[config.mk]
export PLATFORM = sky130hd
export DESIGN_NAME = clock_set_ctrl
export DESIGN_NICKNAME = d
export VERILOG_FILES = /design/src/rtl/clock_set_ctrl.sv
export SDC_FILE = /design/constraint.sdc
export NUM_CORES = 1
export LEC_CHECK = 0
export BUFFER_PORTS_ARGS = -buffer_cell sky130_fd_sc_hd__buf_2
export CORE_MARGIN = 4
export CORE_UTILIZATION = 50
export CTS_CLUSTER_DIAMETER = 100
export DETAILED_ROUTE_END_ITERATION = 7
export PLACE_DENSITY_LB_ADDON = 0.08
export SLEW_MARGIN = 20
export SYNTH_ARGS = -nofsm -noshare
export SYNTH_HDL_FRONTEND = slang
export SYNTH_SLANG_ARGS = --single-unit
[constraint.sdc]
create_clock -name CP -period 3.89 [get_ports CP]
set_clock_uncertainty 0.2 [all_clocks]
set_input_delay 0.1945 -clock CP [delete_from_list [all_inputs] [get_ports CP]]
set_output_delay 0.1945 -clock CP [all_outputs]
set_load 0.03 [all_outputs]
[src/rtl/clock_set_ctrl.sv]
`default_nettype none
// ============================================================================
// Module      : clock_set_ctrl
// Description : Mode/set controller for a 24-hour BCD clock. It handles the
//               time-set and alarm-set modes and the alarm compare/timer.
// Revision    : 1.0 - initial release
// ============================================================================
module clock_set_ctrl #(
    parameter int unsigned ALARM_SECS   = 60,
    parameter int unsigned TIMEOUT_SECS = 10
) (
    input  logic       CP,
    input  logic       nCR,
    input  logic       Tick,
    input  logic       ModeKey,
    input  logic       IncKey,
    input  logic       AlmEnKey,
    input  logic [7:0] Hour,
    input  logic [7:0] Minute,
    input  logic [7:0] Second,
    output logic       AdjHrkey,
    output logic       AdjMinkey,
    output logic [7:0] AlmHour,
    output logic [7:0] AlmMinute,
    output logic       AlmEn,
    output logic       Alarm,
    output logic [2:0] Mode,
    output logic       Blink
);

    localparam logic [2:0] c_ST_RUN     = 3'd0;
    localparam logic [2:0] c_ST_SET_HR  = 3'd1;
    localparam logic [2:0] c_ST_SET_MIN = 3'd2;
    localparam logic [2:0] c_ST_ALM_HR  = 3'd3;
    localparam logic [2:0] c_ST_ALM_MIN = 3'd4;

    localparam logic [7:0] c_TIMEOUT_LAST = 8'(TIMEOUT_SECS - 1);
    localparam logic [7:0] c_ALARM_LOAD   = 8'(ALARM_SECS);

    logic       r_mode_key_q;
    logic       r_inc_key_q;
    logic       r_alm_en_key_q;
    logic [2:0] r_state;
    logic [7:0] r_timeout;
    logic [7:0] r_alarm_timer;
    logic [7:0] r_alm_hour;
    logic [7:0] r_alm_minute;
    logic       r_alm_en;
    logic       r_alarm;
    logic       r_blink;
    logic       r_adj_hr;
    logic       r_adj_min;

    logic       w_mode_edge;
    logic       w_inc_edge;
    logic       w_alm_en_edge;
    logic       w_any_edge;
    logic       w_timeout_hit;
    logic       w_state_change;
    logic       w_field_inc;
    logic       w_trigger;
    logic [2:0] w_next_state;

    function automatic logic [7:0] bcd_inc_hour(input logic [7:0] v);
        if (v == 8'h23)
            return 8'h00;
        else if (v[3:0] == 4'd9)
            return {v[7:4] + 4'd1, 4'd0};
        else
            return {v[7:4], v[3:0] + 4'd1};
    endfunction

    function automatic logic [7:0] bcd_inc_minute(input logic [7:0] v);
        if (v[3:0] != 4'd9)
            return {v[7:4], v[3:0] + 4'd1};
        else if (v[7:4] == 4'd5)
            return 8'h00;
        else
            return {v[7:4] + 4'd1, 4'd0};
    endfunction

    assign w_mode_edge   = ModeKey  & ~r_mode_key_q;
    assign w_inc_edge    = IncKey   & ~r_inc_key_q;
    assign w_alm_en_edge = AlmEnKey & ~r_alm_en_key_q;
    assign w_any_edge    = w_mode_edge | w_inc_edge | w_alm_en_edge;

    // A key edge on the same cycle as the last Tick clears the count instead.
    assign w_timeout_hit = (r_state != c_ST_RUN) && Tick && !w_any_edge &&
                           (r_timeout == c_TIMEOUT_LAST);

    always_comb begin
        w_next_state = r_state;
        if (w_mode_edge) begin
            case (r_state)
                c_ST_RUN:     w_next_state = c_ST_SET_HR;
                c_ST_SET_HR:  w_next_state = c_ST_SET_MIN;
                c_ST_SET_MIN: w_next_state = c_ST_ALM_HR;
                c_ST_ALM_HR:  w_next_state = c_ST_ALM_MIN;
                default:      w_next_state = c_ST_RUN;
            endcase
        end else if (w_timeout_hit || (r_state > c_ST_ALM_MIN)) begin
            w_next_state = c_ST_RUN;
        end
    end

    assign w_state_change = (w_next_state != r_state);
    assign w_field_inc    = w_inc_edge | (Tick & IncKey);
    assign w_trigger      = (r_state == c_ST_RUN) && Tick && r_alm_en &&
                            (Hour == r_alm_hour) && (Minute == r_alm_minute) &&
                            (Second == 8'h00);

    always_ff @(posedge CP) begin
        if (!nCR) begin
            r_mode_key_q   <= 1'b0;
            r_inc_key_q    <= 1'b0;
            r_alm_en_key_q <= 1'b0;
            r_state        <= c_ST_RUN;
            r_timeout      <= 8'h00;
            r_alarm_timer  <= 8'h00;
            r_alm_hour     <= 8'h00;
            r_alm_minute   <= 8'h00;
            r_alm_en       <= 1'b0;
            r_alarm        <= 1'b0;
            r_blink        <= 1'b0;
            r_adj_hr       <= 1'b0;
            r_adj_min      <= 1'b0;
        end else begin
            r_mode_key_q   <= ModeKey;
            r_inc_key_q    <= IncKey;
            r_alm_en_key_q <= AlmEnKey;
            r_state        <= w_next_state;

            r_adj_hr  <= !w_state_change && (r_state == c_ST_SET_HR)  && IncKey;
            r_adj_min <= !w_state_change && (r_state == c_ST_SET_MIN) && IncKey;

            if (w_state_change || (r_state == c_ST_RUN) || w_any_edge)
                r_timeout <= 8'h00;
            else if (Tick)
                r_timeout <= r_timeout + 8'h01;

            if (w_next_state == c_ST_RUN)
                r_blink <= 1'b0;
            else if (w_state_change)
                r_blink <= 1'b1;
            else if (Tick)
                r_blink <= ~r_blink;

            if (!w_state_change && w_field_inc) begin
                if (r_state == c_ST_ALM_HR)
                    r_alm_hour <= bcd_inc_hour(r_alm_hour);
                if (r_state == c_ST_ALM_MIN)
                    r_alm_minute <= bcd_inc_minute(r_alm_minute);
            end

            if (w_alm_en_edge)
                r_alm_en <= ~r_alm_en;

            // Any key edge stops the alarm; this also covers leaving RUN.
            if (w_any_edge) begin
                r_alarm       <= 1'b0;
                r_alarm_timer <= 8'h00;
            end else if (w_trigger) begin
                r_alarm       <= 1'b1;
                r_alarm_timer <= c_ALARM_LOAD;
            end else if (Tick && r_alarm) begin
                r_alarm_timer <= r_alarm_timer - 8'h01;
                if (r_alarm_timer <= 8'h01)
                    r_alarm <= 1'b0;
            end
        end
    end

    assign AdjHrkey  = r_adj_hr;
    assign AdjMinkey = r_adj_min;
    assign AlmHour   = r_alm_hour;
    assign AlmMinute = r_alm_minute;
    assign AlmEn     = r_alm_en;
    assign Alarm     = r_alarm;
    assign Mode      = r_state;
    assign Blink     = r_blink;

endmodule
`default_nettype wire

---- Word-level counts from Yosys, hierarchy flattened ----
Cells that the tools add are included.
word-level totals
  latch bits .............................. 0
  bits in registers ....................... 43
  bits in read-only memories .............. 0
  memories ................................ 0
  memory bits (writable) .................. 0
  input port bits ......................... 30
  logic and storage cells ................. 100
  output and inout port bits .............. 24
cells by class
  add/subtract/negate cells ............... 6
  reduce and logical (&&, ||, !) cells .... 36
  muxes and demuxes ....................... 14
  bitwise logic cells ..................... 14
  multiply operators ...................... 0
  magnitude comparators ................... 2
  equality and inequality tests ........... 12
  shift-type cells ........................ 0
  divide/modulo/power cells ............... 0
operators with widths
  cell                                                                   number
  8-bit two-way mux                                                      3
  4-bit by 1-bit adder with 4-bit output, second input constant          4
  8-bit == test                                                          2
  1-bit logical AND                                                      14
  6-bit two-way mux                                                      2
  3-bit case mux with 4 select lines                                     1
  8-bit by 1-bit adder with 8-bit output, second input constant          1
  8-bit by 4-bit == test with 1-bit output, second input constant        1
  8-bit by 6-bit == test with 1-bit output, second input constant        1
  8-bit by 1-bit <= comparator with 1-bit output, second input constant  1
  8-bit zero test                                                        1
  2-bit nonzero test                                                     4
  8-bit by 1-bit subtractor with 8-bit output, second input constant     1
  1-bit NOT                                                              7
  3-bit by 2-bit == test with 1-bit output, second input constant        2
  3-bit zero test                                                        2
  3-bit two-way mux                                                      2
  2-bit AND reduction                                                    3
  3-bit AND reduction                                                    2
  2-bit OR reduction                                                     3
  1-bit two-way mux                                                      5
  1-bit bitwise AND                                                      4
  4-bit by 3-bit == test with 1-bit output, second input constant        1
  4-bit == test, second input constant                                   1
  11 further kinds                                                       16

---- Logic depth before layout (Yosys ltp) ----
Gate-level depths: netlist (run 1).
  word-level depth ........................ 14
  gate-level depth with buffers ........... 9
  depth with buffers taken out ............ 7

---- Least setup slack after synthesis (run 1) ----
No wires, ideal clock.
  path type ............................... register to register
  start ................................... reg r_alm_hour[0], in the netlist AlmHour[0]
  end ..................................... reg r_alm_hour[6], in the netlist AlmHour[6]
  cell stages (with the launch flop) ...... 7
  required time ........................... 3.555 ns
  slack ................................... 1.760 ns
  arrival ................................. 1.795 ns
  period minus slack after synthesis ...... 2.130 ns
  setup time .............................. 0.135 ns
  path buffers ............................ 0
  cells stage by stage .................... dfxtp_1 -> ha_1 -> nand2_1 -> o41a_1 -> or2_2 -> nor2_1 -> o221ai_1
between the ends
  cells in the longest elaborated chain, start to end .. 3
  elaborated cells between the ends (all ways) .. 5
  those cells by class .................... eq/ne (2); mux (1); reduce/logical (2)
ends and longest elaborated chain
  element                                                                    line    RTL
  from (decl)                                                                46      logic [7:0] r_alm_hour;
  from (signal assigned)                                                     150     r_alm_hour <= bcd_inc_hour(r_alm_hour);
  8-bit by 6-bit == test with 1-bit output or 4-bit == test (tied branches)  65, 67
  2-bit nonzero test (no line)                                               n/a
  3-bit AND reduction (no line)                                              n/a
Parallel ways exist; a longest one is shown, timed or not.
A chain may end at the register's enable or synchronous reset.

---- Worst setup path after layout (run 1) ----
  start ................................... in ModeKey
  end ..................................... reg r_alm_hour[7], in the netlist AlmHour[7]
between the ends
  cells in the longest elaborated chain, start to end .. 13
ends and longest elaborated chain
  element                            line  RTL
  from (decl)                        15    input logic ModeKey,
  1-bit bitwise AND (*)              82    assign w_mode_edge = ModeKey & ~r_mode_key_q;
  1-bit bitwise OR (2 in series)     85    assign w_any_edge = w_mode_edge | w_inc_edge | w_alm_en_edge;
  1-bit zero test                    88    assign w_timeout_hit = (r_state != c_ST_RUN) && Tick && !w_any_edge &&
  1-bit logical AND (2 in series)    88
  1-bit logical OR                   101   end else if (w_timeout_hit || (r_state > c_ST_ALM_MIN)) begin
  3-bit two-way mux                  101
  3-bit two-way mux (*)              93    if (w_mode_edge) begin
  3-bit inequality test (*)          106   assign w_state_change = (w_next_state != r_state);
  1-bit zero test (*)                148   if (!w_state_change && w_field_inc) begin
  1-bit logical AND (*)              148
  3-bit AND reduction (no line) (*)  n/a
Every way passes the cells marked *; elsewhere a longest branch is shown, timed or not.

==> results.md, run 1 <==
- DRT antenna net count: 0
- Synth Area in Adders: 0.04228
- # hold bufs at CTS: 3
- Layout net count: 363
- Drt first pass iters: 4
- Mux contribution to synthesized area: 0.02114
- Crit share post-route: 0.5904
- Crit Path Class: in2reg
- Global-route wire length before repair: 8549 µm
- Hold EP: r_timeout[1]$_SDFFE_PP0P_
- Overflow after GRT: 0
- # setup viols final: 0
- Worst Tran Pin Value: 0.6553 ns
- Die height: 76.81 µm
- Slew HR: 0.5612
- Mapped Cells: 273
- Core Area: 4474 µm²
- Die Wd: 76.81 µm
- Synth cell types: 54
- Cells along the critical path: dlygate4sd3_1, buf_2, and2b_1, and4bb_1, a21bo_1, or4_1, o211ai_1
- Slowest CP cell: or4_1
- Post-synthesis simple-gate area fraction: 0.2875
- Routability cong.: 0.8023
- Most common cell after layout, fill and taps aside: buf_2
- IO Pins: 54
- Clock sinks: 43
- Initial Utilization: 0.5291
- Sequential-to-total area share from yosys stat: 0.3636
- #FFs+latches synth: 43
- Min-delay src: Tick
- Post-Synth XOR/XNOR Area: 0.1221
- Worst EP arrival: 2.31 ns
- H-tree lvl count: 2
- Placed Area: 2616 µm²
- Max-cap violation count: 0
- Largest family of logic cells by synthesized area: simple AND/OR/NAND/NOR gates
- Startpoint Class: primary input
- WL per Instance: 13.24 µm
- EDFF count, synth: 0
- Area growth syn-to-layout: 15.22%
- Final setup TNS: 0 ns
- Clk buf depth: 2
- Synth Area in Compound Gates: 0.1131
- Total GRT Usage: 0.1733
- Final Hold Fails: 0
- Post-layout min period: 2.297 ns
- # diodes: 0
- Setup Fix Bufs, Post-CTS: 0
- RR Endpoint: AlmHour[6]$_SDFFE_PN0P_
- Largest delay contributor family on the critical path: simple AND/OR/NAND/NOR gates
- CTS Buf Count: 5
- Asr flop ratio synth: 0
- DR DRC count: 0
- Hold Crit Class: in2reg
- Worst r2r src: r_timeout[0]$_SDFFE_PP0P_
- DIE AREA: 5899 µm²
- Vias in the first global route: 1898
- Synth Flop Type: dfxtp_1
- Layout cells sized above 1: 0.2055
- CTS root buffer: clkbuf_8
- Status: completed
- Vias/cell: 5.376
- TritonCTS clock tree: built
- Placed wire-length estimate: 3761 µm
- CP Max Fanout: 13
- Hold depth: 2
- Port bufs: 53
- Clk Latency, worst-skew pair: 0.29 ns
- Buf+Inv Stages, Crit Path: 2
- CP Capture Type: flip-flop
- Most frequent cells in the layout: buf_2 (53), dfxtp_1 (43), nand2_1 (29)
- Post-CTS sizing: 0
- Syn_area_per_cell: 8.671 µm²
- VDD IR-drop max: 232.7 µV
- 1st-iter DRT viols: 73
- Post-layout instance area: 2728 µm²
- FP Rows: 24
- Via count: 2032
- Max Clock Freq: 435.4 MHz
- Total Power: 796.0 µW
- Ys Warns: 0
- Worst Hold Slack: 0.1051 ns
- R2R cell count: 6
- Syn Nets: 311
- Post-Syn Area: 2367 µm²
- Worst path required time: 3.90 ns
- Initial antenna violation count: 0
- Slowest stage delay, CP: 0.54 ns
- Final Core Density: 0.6096
- RSZ-0062 raised after global routing: no
- Number of max-slew violations in the final report: 0
- R2r setup slk: 1.61 ns
- Power Density: 291.8 nW/µm²
- Largest net degree at the start of global routing: 26
- Clock transition at path regs: 0.08 ns
- Drt total wl: 5003 µm
- LEAKAGE: 1.080 nW
==> state kept, by name, summed over array words and instances (netlist names) <==
register,flops
r_mode_key_q,1
r_inc_key_q,1
r_alarm_timer,8
AdjHrkey,1
Blink,1
AlmMinute,8
r_alm_en_key_q,1
AlmHour,8
r_timeout,8
AlmEn,1
Alarm,1
Mode,3
AdjMinkey,1
==> final cells by class <==
cell class,instances,area [µm²]
clock inverter,1,5.005
tap,52,65.06
clock buffer,7,76.32
timing repair buffer,56,295.3
multi-input combinational,209,1388
fill,404,1747
sequential,43,860.8
inverter,10,37.54
==> routing by layer <==
| layer | wire (µm) | vias to the layer above | global-route usage |
|---|---|---|---|
| met4 | 36 | 0 | 0.04348 |
| met1 | 2414 | 930 | 0.2297 |
| li1 | - | 1052 | - |
| met5 | 0 | - | 0 |
| met2 | 2296 | 45 | 0.2840 |
| met3 | 256 | 5 | 0.03981 |
==> worst max path at each step <==
stage / start / endpoint / slack [ns] / depth (start not counted)
final: ModeKey / AlmHour[7]$_SDFFE_PN0P_ / 1.59 / 7
after global routing: r_timeout[0]$_SDFFE_PP0P_ / AlmHour[6]$_SDFFE_PN0P_ / 1.38 / 6
after CTS: r_timeout[0]$_SDFFE_PP0P_ / AlmHour[6]$_SDFFE_PN0P_ / 1.62 / 6
after detailed placement: r_timeout[0]$_SDFFE_PP0P_ / AlmHour[6]$_SDFFE_PN0P_ / 1.64 / 6
after global placement: r_timeout[1]$_SDFFE_PP0P_ / AlmHour[7]$_SDFFE_PN0P_ / 1.69 / 7
after floorplan: AlmHour[0]$_SDFFE_PN0P_ / AlmHour[6]$_SDFFE_PN0P_ / 1.76 / 6
==> Yosys cell counts, drive strengths merged, types with 6 or more instances <==
cell | instances | area (µm²)
a21oi | 12 | 60.06
buf | 7 | 60.05
dfxtp | 43 | 860.8
ha | 8 | 100.1
inv | 9 | 33.78
nand2 | 29 | 108.9
nand3 | 6 | 30.03
nand3b | 6 | 45.04
nand4 | 11 | 68.82
nor2 | 26 | 97.59
nor3 | 8 | 40.04
o21ai | 8 | 40.04
xnor2 | 25 | 219.0
xor2 | 8 | 70.07
==> report_power, final <==
group / switching (mW) / total, mW / internal (mW)
clock network: 0.142 / 0.268 / 0.126
registers: 0.00601 / 0.451 / 0.445
logic: 0.0437 / 0.0766 / 0.0329
total: 0.192 / 0.796 / 0.604
==> worst reg2reg max path: stages, from the launching register on <==
cell	delay, ns
dfxtp_1	0.39
ha_1	0.15
nor4bb_1	0.27
and4b_1	0.41
a21bo_1	0.38
nor2_1	0.15
o221ai_1	0.23
==> stage by stage <==
step	setup slack [ns]	instances
finish	1.593	378
floorplan	1.760	273
global placement	1.690	367
detailed placement	1.639	367
global route	1.384	378
CTS	1.616	378
==> cells by family (layout without fill, tap and decap cells) <==
logic type | count (synthesis) | count (layout)
compound gates | 39 | 39
fa+ha+maj | 8 | 8
simple gates | 124 | 124
mux | 5 | 5
buf+inv | 21 | 74
flops | 43 | 43
xor+xnor | 33 | 33
No activity file was read; power rests on OpenSTA's default activity.
==> inputs of run 2 (changes only) <==
Settings changed: ABC_AREA set to 1.
Clock period 3.89 ns to 2.3 ns, I/O delays scaled along.
==> results.md, run 2 <==
- Synth cell types: 33
- Syn_area_per_cell: 7.000 µm²
- Post-layout instance area: 2919 µm²
- Overflow after GRT: 0
- Core Area: 4504 µm²
- Buf+Inv Stages, Crit Path: 3
- Synth area leader: dfxtp_1
- Worst EP arrival: 2.13 ns
- Worst path required time: 2.32 ns
- Routability cong.: 0.9064
- Crit share post-route: 0.9203
- H-tree lvl count: 2
- FP Rows: 24
- Sequential-to-total area share from yosys stat: 0.3585
- Total GRT Usage: 0.1872
- Clk buf depth: 2
- Vias in the first global route: 2215
- Final Hold Fails: 0
- TritonCTS clock tree: built
- EDFF count, synth: 0
- Largest net degree at the start of global routing: 18
- CP most frequent cell: nand2_1
- Clock transition at path regs: 0.08 ns
- Initial antenna violation count: 0
- Worst Hold Slack: 0.08781 ns
- Clock sinks: 43
- Largest delay contributor family on the critical path: simple AND/OR/NAND/NOR gates
- Vias/cell: 5.101
- Total Power: 1.392 mW
- Pre-CTS WS: 0.1157 ns
- Global-route wire length before repair: 9342 µm
- Area share of the largest cell type after synthesis: 0.3585
- Placed Area: 2728 µm²
- LEAKAGE: 1.313 nW
- DR DRC count: 0
- IO Pins: 54
- Mapped Cells: 343
- Worst r2r src: r_timeout[1]$_SDFFE_PP0P_
- Drt total wl: 5432 µm
- # diodes: 0
- Post-Syn Area: 2401 µm²
- Cells along the critical path: dlygate4sd3_1, buf_2, nand2_1, nand2_1, nor2_1, nand3_2, nand3_1, nand3_1, nand3_2, nor2_4, buf_4, nand2_1, nand2_1, a21oi_1
- Final Core Density: 0.6481
- Via count: 2372
- Most frequent cells in the layout: nand2_1 (57), buf_2 (53), inv_1 (47)
- Placed wire-length estimate: 4048 µm
- VDD IR-drop max: 350.0 µV
- Area growth syn-to-layout: 21.57%
- CP Capture Type: flip-flop
- Port bufs: 53
- Initial Utilization: 0.5331
- Layout cells sized above 1: 0.2010
- Min-delay src: Tick
- Ys Warns: 0
- DIE AREA: 5975 µm²
- Area contributors post-synth: dfxtp_1 (36%), nand2_1 (8.9%), inv_1 (7.3%)
- Worst Tran Pin Value: 0.5294 ns
- Drt first pass iters: 4
- # setup viols final: 0
- Layout net count: 450
- Clk Latency, worst-skew pair: 0.29 ns
- Synth Flop Type: dfxtp_1
- Number of max-slew violations in the final report: 0
- #FFs+latches synth: 43
- Worst Setup SP: ModeKey
- Hold Crit Class: in2reg
- Most numerous cell in the Yosys netlist: nand2_1
- Slowest stage delay, CP: 0.53 ns
- Slew HR: 0.6467
- Power Density: 477.0 nW/µm²
- CTS Buf Count: 5
- Setup ws final: 0.1833 ns
- Slowest CP cell: dlygate4sd3_1
- CP Max Fanout: 6
- Max-cap violation count: 0
- CTS root buffer: clkbuf_8
- 1st-iter DRT viols: 88
- Status: completed
- Post-layout min period: 2.117 ns
- Asr flop ratio synth: 0
- Syn Nets: 381
- R2r setup slk: 0.19 ns
- Max Clock Freq: 472.4 MHz
- DRT antenna net count: 0
- Commonest cells in the synthesized netlist: nand2_1 (57), inv_1 (47), nor2_1 (47), dfxtp_1 (43), nand3_1 (33)
- Die height: 77.30 µm
- Startpoint Class: primary input
- WL per Instance: 11.68 µm
- Most common cell after layout, fill and taps aside: nand2_1
- Crit Path Class: in2reg
- Die Wd: 77.30 µm
run 2: changes by cell type after synthesis, sizes merged, moves of 7 or more:
cell,delta
inv,+39
nand4,-9
a21oi,+8
xnor2,-19
nor2,+22
nand3,+29
nand2,+29
o21ai,+14
xor2,+7
run 2: stage by stage:
step	TNS (ns)	std cells
after floorplan	0	343
after global placement	0	447
after detailed placement	0	447
after CTS	0	462
after global routing	-0.002433	465
final	0	465
run 2: path summary, 6_finish.rpt:
| path | to | depth (start not counted) |
|---|---|---|
| setup / recovery | AlmMinute[6]$_SDFFE_PN0P_ | 14 |
| hold / removal | r_timeout[0]$_SDFFE_PP0P_ | 4 |
| setup reg to reg | r_timeout[0]$_SDFFE_PP0P_ | 13 |
| hold reg to reg | r_alarm_timer[1]$_SDFFE_PP0P_ | 2 |
run 2: power by group:
| part | switching [mW] | leakage, nW | internal, mW | total, mW |
|---|---|---|---|---|
| clock | 0.253 | 0.0412 | 0.212 | 0.465 |
| sequential | 0.00862 | 0.349 | 0.754 | 0.762 |
| combinational | 0.0951 | 0.924 | 0.0699 | 0.165 |
| total | 0.357 | 1.31 | 1.04 | 1.39 |
run 2: tightest hold or removal path: cells and delay by family:
kind | cells | cell delay, ns
buffers and inverters | 2 | 0.27
AND/OR/NAND/NOR | 2 | 0.15
run 2: cells by family after synthesis:
group	Yosys count	synth area share
AOI/OAI and AO/OA	51	0.1136
xor gates and xnor gates	21	0.07660
adders and majority gates	8	0.04169
buffers and inverters	55	0.09535
DFF	43	0.3585
and+or+nand+nor	165	0.3142
run 2: timing repair:
item | in CTS | in global routing
resized for setup | 0 | 7
hold buffers | 7 | 0
setup endpoints to repair | 0 | 18
endpoints found under the hold margin | 10 | 0
buffers inserted | 0 | 3
run 2: layout make-up:
cell class,instances,area (µm²)
Fill cell,411,1585
Multi-Input combinational cell,245,1323
Sequential cell,43,863.3
Timing Repair Buffer,69,402.9
Inverter,48,180.2
Clock buffer,6,72.57
Tap cell,52,65.06
Clock inverter,2,12.51
run 2: per-layer routing:
metal / GRT usage / part of all wire
met3: 0.05621 / 0.067
met4: 0.05694 / 0.016
met1: 0.2375 / 0.48
met2: 0.3040 / 0.44
met5: 0 / 0
==> inputs of run 3 (changes only) <==
Settings changed: PLACE_DENSITY set to 0.75, PLACE_DENSITY_LB_ADDON 0.08 to unset.
==> results.md, run 3 (same netlist as run 2, synthesis figures left out) <==
- 1st-iter DRT viols: 110
- Largest net degree at the start of global routing: 18
- Initial antenna violation count: 0
- RSZ-0062 raised after global routing: no
- Initial Utilization: 0.5331
- Layout cells sized above 1: 0.2103
- Area growth syn-to-layout: 21.05%
- Total Power: 1.383 mW
- CTS root buffer: clkbuf_8
- Port bufs: 53
- Worst EP arrival: 2.09 ns
- Combinational power share: 0.115
- Max Clock Freq: 470.1 MHz
- CP Capture Type: flip-flop
- IO Pins: 54
- # setup viols final: 0
- Number of max-slew violations in the final report: 0
- Vias in the first global route: 2184
- TritonCTS clock tree: built
- LEAKAGE: 1.300 nW
- Worst path required time: 2.26 ns
- Overflow after GRT: 0
- Placed wire-length estimate: 4260 µm
- Global-route wire length before repair: 9632 µm
- Final Hold Fails: 0
- Post-layout min period: 2.127 ns
- Total GRT Usage: 0.1933
- R2R cell count: 10
- Die height: 77.30 µm
- Core Area: 4504 µm²
- Setup Fix Bufs, Post-CTS: 0
- Clk buf depth: 2
- Most frequent cells in the layout: nand2_1 (56), buf_2 (53), inv_1 (46)
- DR DRC count: 0
- Clock share of power: 0.334
- H-tree lvl count: 2
- Status: completed
- Slew HR: 0.6362
- Worst r2r src: Mode[1]$_SDFF_PN0_
- Drt first pass iters: 4
- Max-cap violation count: 0
- CTS Buf Count: 5
- Area occupied by registers: 864.6 µm²
- Sw Share: 0.2553
- Multi-input gate area: 1341 µm²
- CP Capture Point: AlmMinute[3]$_SDFFE_PN0P_
- R2r setup slk: 0.18 ns
- DRT antenna net count: 0
- Final-layout fill cell count: 411
- Power Density: 475.8 nW/µm²
- RR Endpoint: AlmMinute[3]$_SDFFE_PN0P_
- Vias/cell: 5.111
- Worst Tran Pin Value: 0.5451 ns
- Crit Path Class: in2reg
- Routability cong.: 0.8413
- FP Rows: 24
- Clk Latency, worst-skew pair: 0.29 ns
- WL per Instance: 12.29 µm
- Sequential share of power: 0.551
- # diodes: 0
- Via count: 2356
- Clock sinks: 43
- VDD IR-drop max: 370.8 µV
- Crit share post-route: 0.9249
- Drt total wl: 5665 µm
- DIE AREA: 5975 µm²
- CP Max Fanout: 9
- Switching power: 353.0 µW
- Pint: 1.030 mW
- Final setup TNS: 0 ns
- Die Wd: 77.30 µm
- Most common cell after layout, fill and taps aside: nand2_1
- Layout net count: 446
- Startpoint Class: primary input
- Clock transition at path regs: 0.08 ns
- Hold Crit Class: in2reg
- Worst Setup SP: AlmEnKey
## run 3: cell count changes in the layout (fill, tap and decap cells not counted), sizes merged
cell / before / now
clkinvlp: 1 / 0
dlygate4sd3: 7 / 6
buf: 62 / 59
clkbuf: 6 / 7
## run 3: final cells by class
cell class | instances | area share
timing repair buffer | 65 | 0.1287
tap | 52 | 0.02238
clock buffer | 7 | 0.02626
inverter | 48 | 0.06199
multi-input combinational | 245 | 0.4615
sequential | 43 | 0.2975
clock inverter | 1 | 0.001722
## run 3: per-stage QoR
stage	setup slack, ns	hold WS, ns	instance area [µm²]	cells	utilization
final	0.1727	0.06553	2907	461	0.6453
after global routing	0.01205	0.1085	2907	461	0.6453
after CTS	0.07568	0.06740	2869	461	0.6369
after detailed placement	0.1633	0.1127	2728	447	0.6056
after global placement	0.1773	0.1102	2728	447	0.6056
after floorplan	0.2742	0.008453	2401	343	-
## run 3: metal layers
metal	vias to the layer above	wire (µm)	GRT usage
met5	-	0	0
met4	0	108	0.07295
met3	11	247	0.02810
met2	58	2661	0.3299
met1	1041	2647	0.2450
li1	1246	-	-
## run 3: worst min path at each step
stage / slack [ns] / startpoint / cells after the start / endpoint
2_1_floorplan: 0.008 / AlmEnKey / 2 / r_alm_en_key_q$_SDFF_PN0_
3_3_place_gp: 0.11 / ModeKey / 3 / r_mode_key_q$_SDFF_PN0_
3_5_place_dp: 0.11 / ModeKey / 3 / r_mode_key_q$_SDFF_PN0_
4_1_cts: 0.07 / Tick / 5 / r_timeout[1]$_SDFFE_PP0P_
5_1_grt: 0.11 / Tick / 4 / r_timeout[0]$_SDFFE_PP0P_
6_report: 0.07 / Tick / 5 / r_timeout[1]$_SDFFE_PP0P_
## run 3: what timing repair did
action                                  CTS  global route
endpoints found under the setup margin    0            23
hold buffers                              6             0
endpoints found under the hold margin     9             0
resized for setup                         0            14
## run 3: worst max-delay path, cell delays in order
cell           delay [ns]
dlygate4sd3_1        0.53
buf_2                0.12
inv_1                0.04
nor2_1               0.12
nor2_1               0.10
nand3_2              0.10
nand3_2              0.09
a21oi_2              0.14
nand3_2              0.15
nor2_4               0.23
buf_6                0.17
nand2_4              0.06
nand2_1              0.05
a21oi_1              0.06
## run 3: power by group through the flow
stage / clock network, mW / registers, mW / logic, mW
CTS: 0.472 / 0.761 / 0.153
global placement: 0 / 0.779 / 0.142
finish: 0.462 / 0.762 / 0.159
floorplan: 0 / 0.790 / 0.0812
global route: 0.494 / 0.763 / 0.177
detailed placement: 0 / 0.779 / 0.145
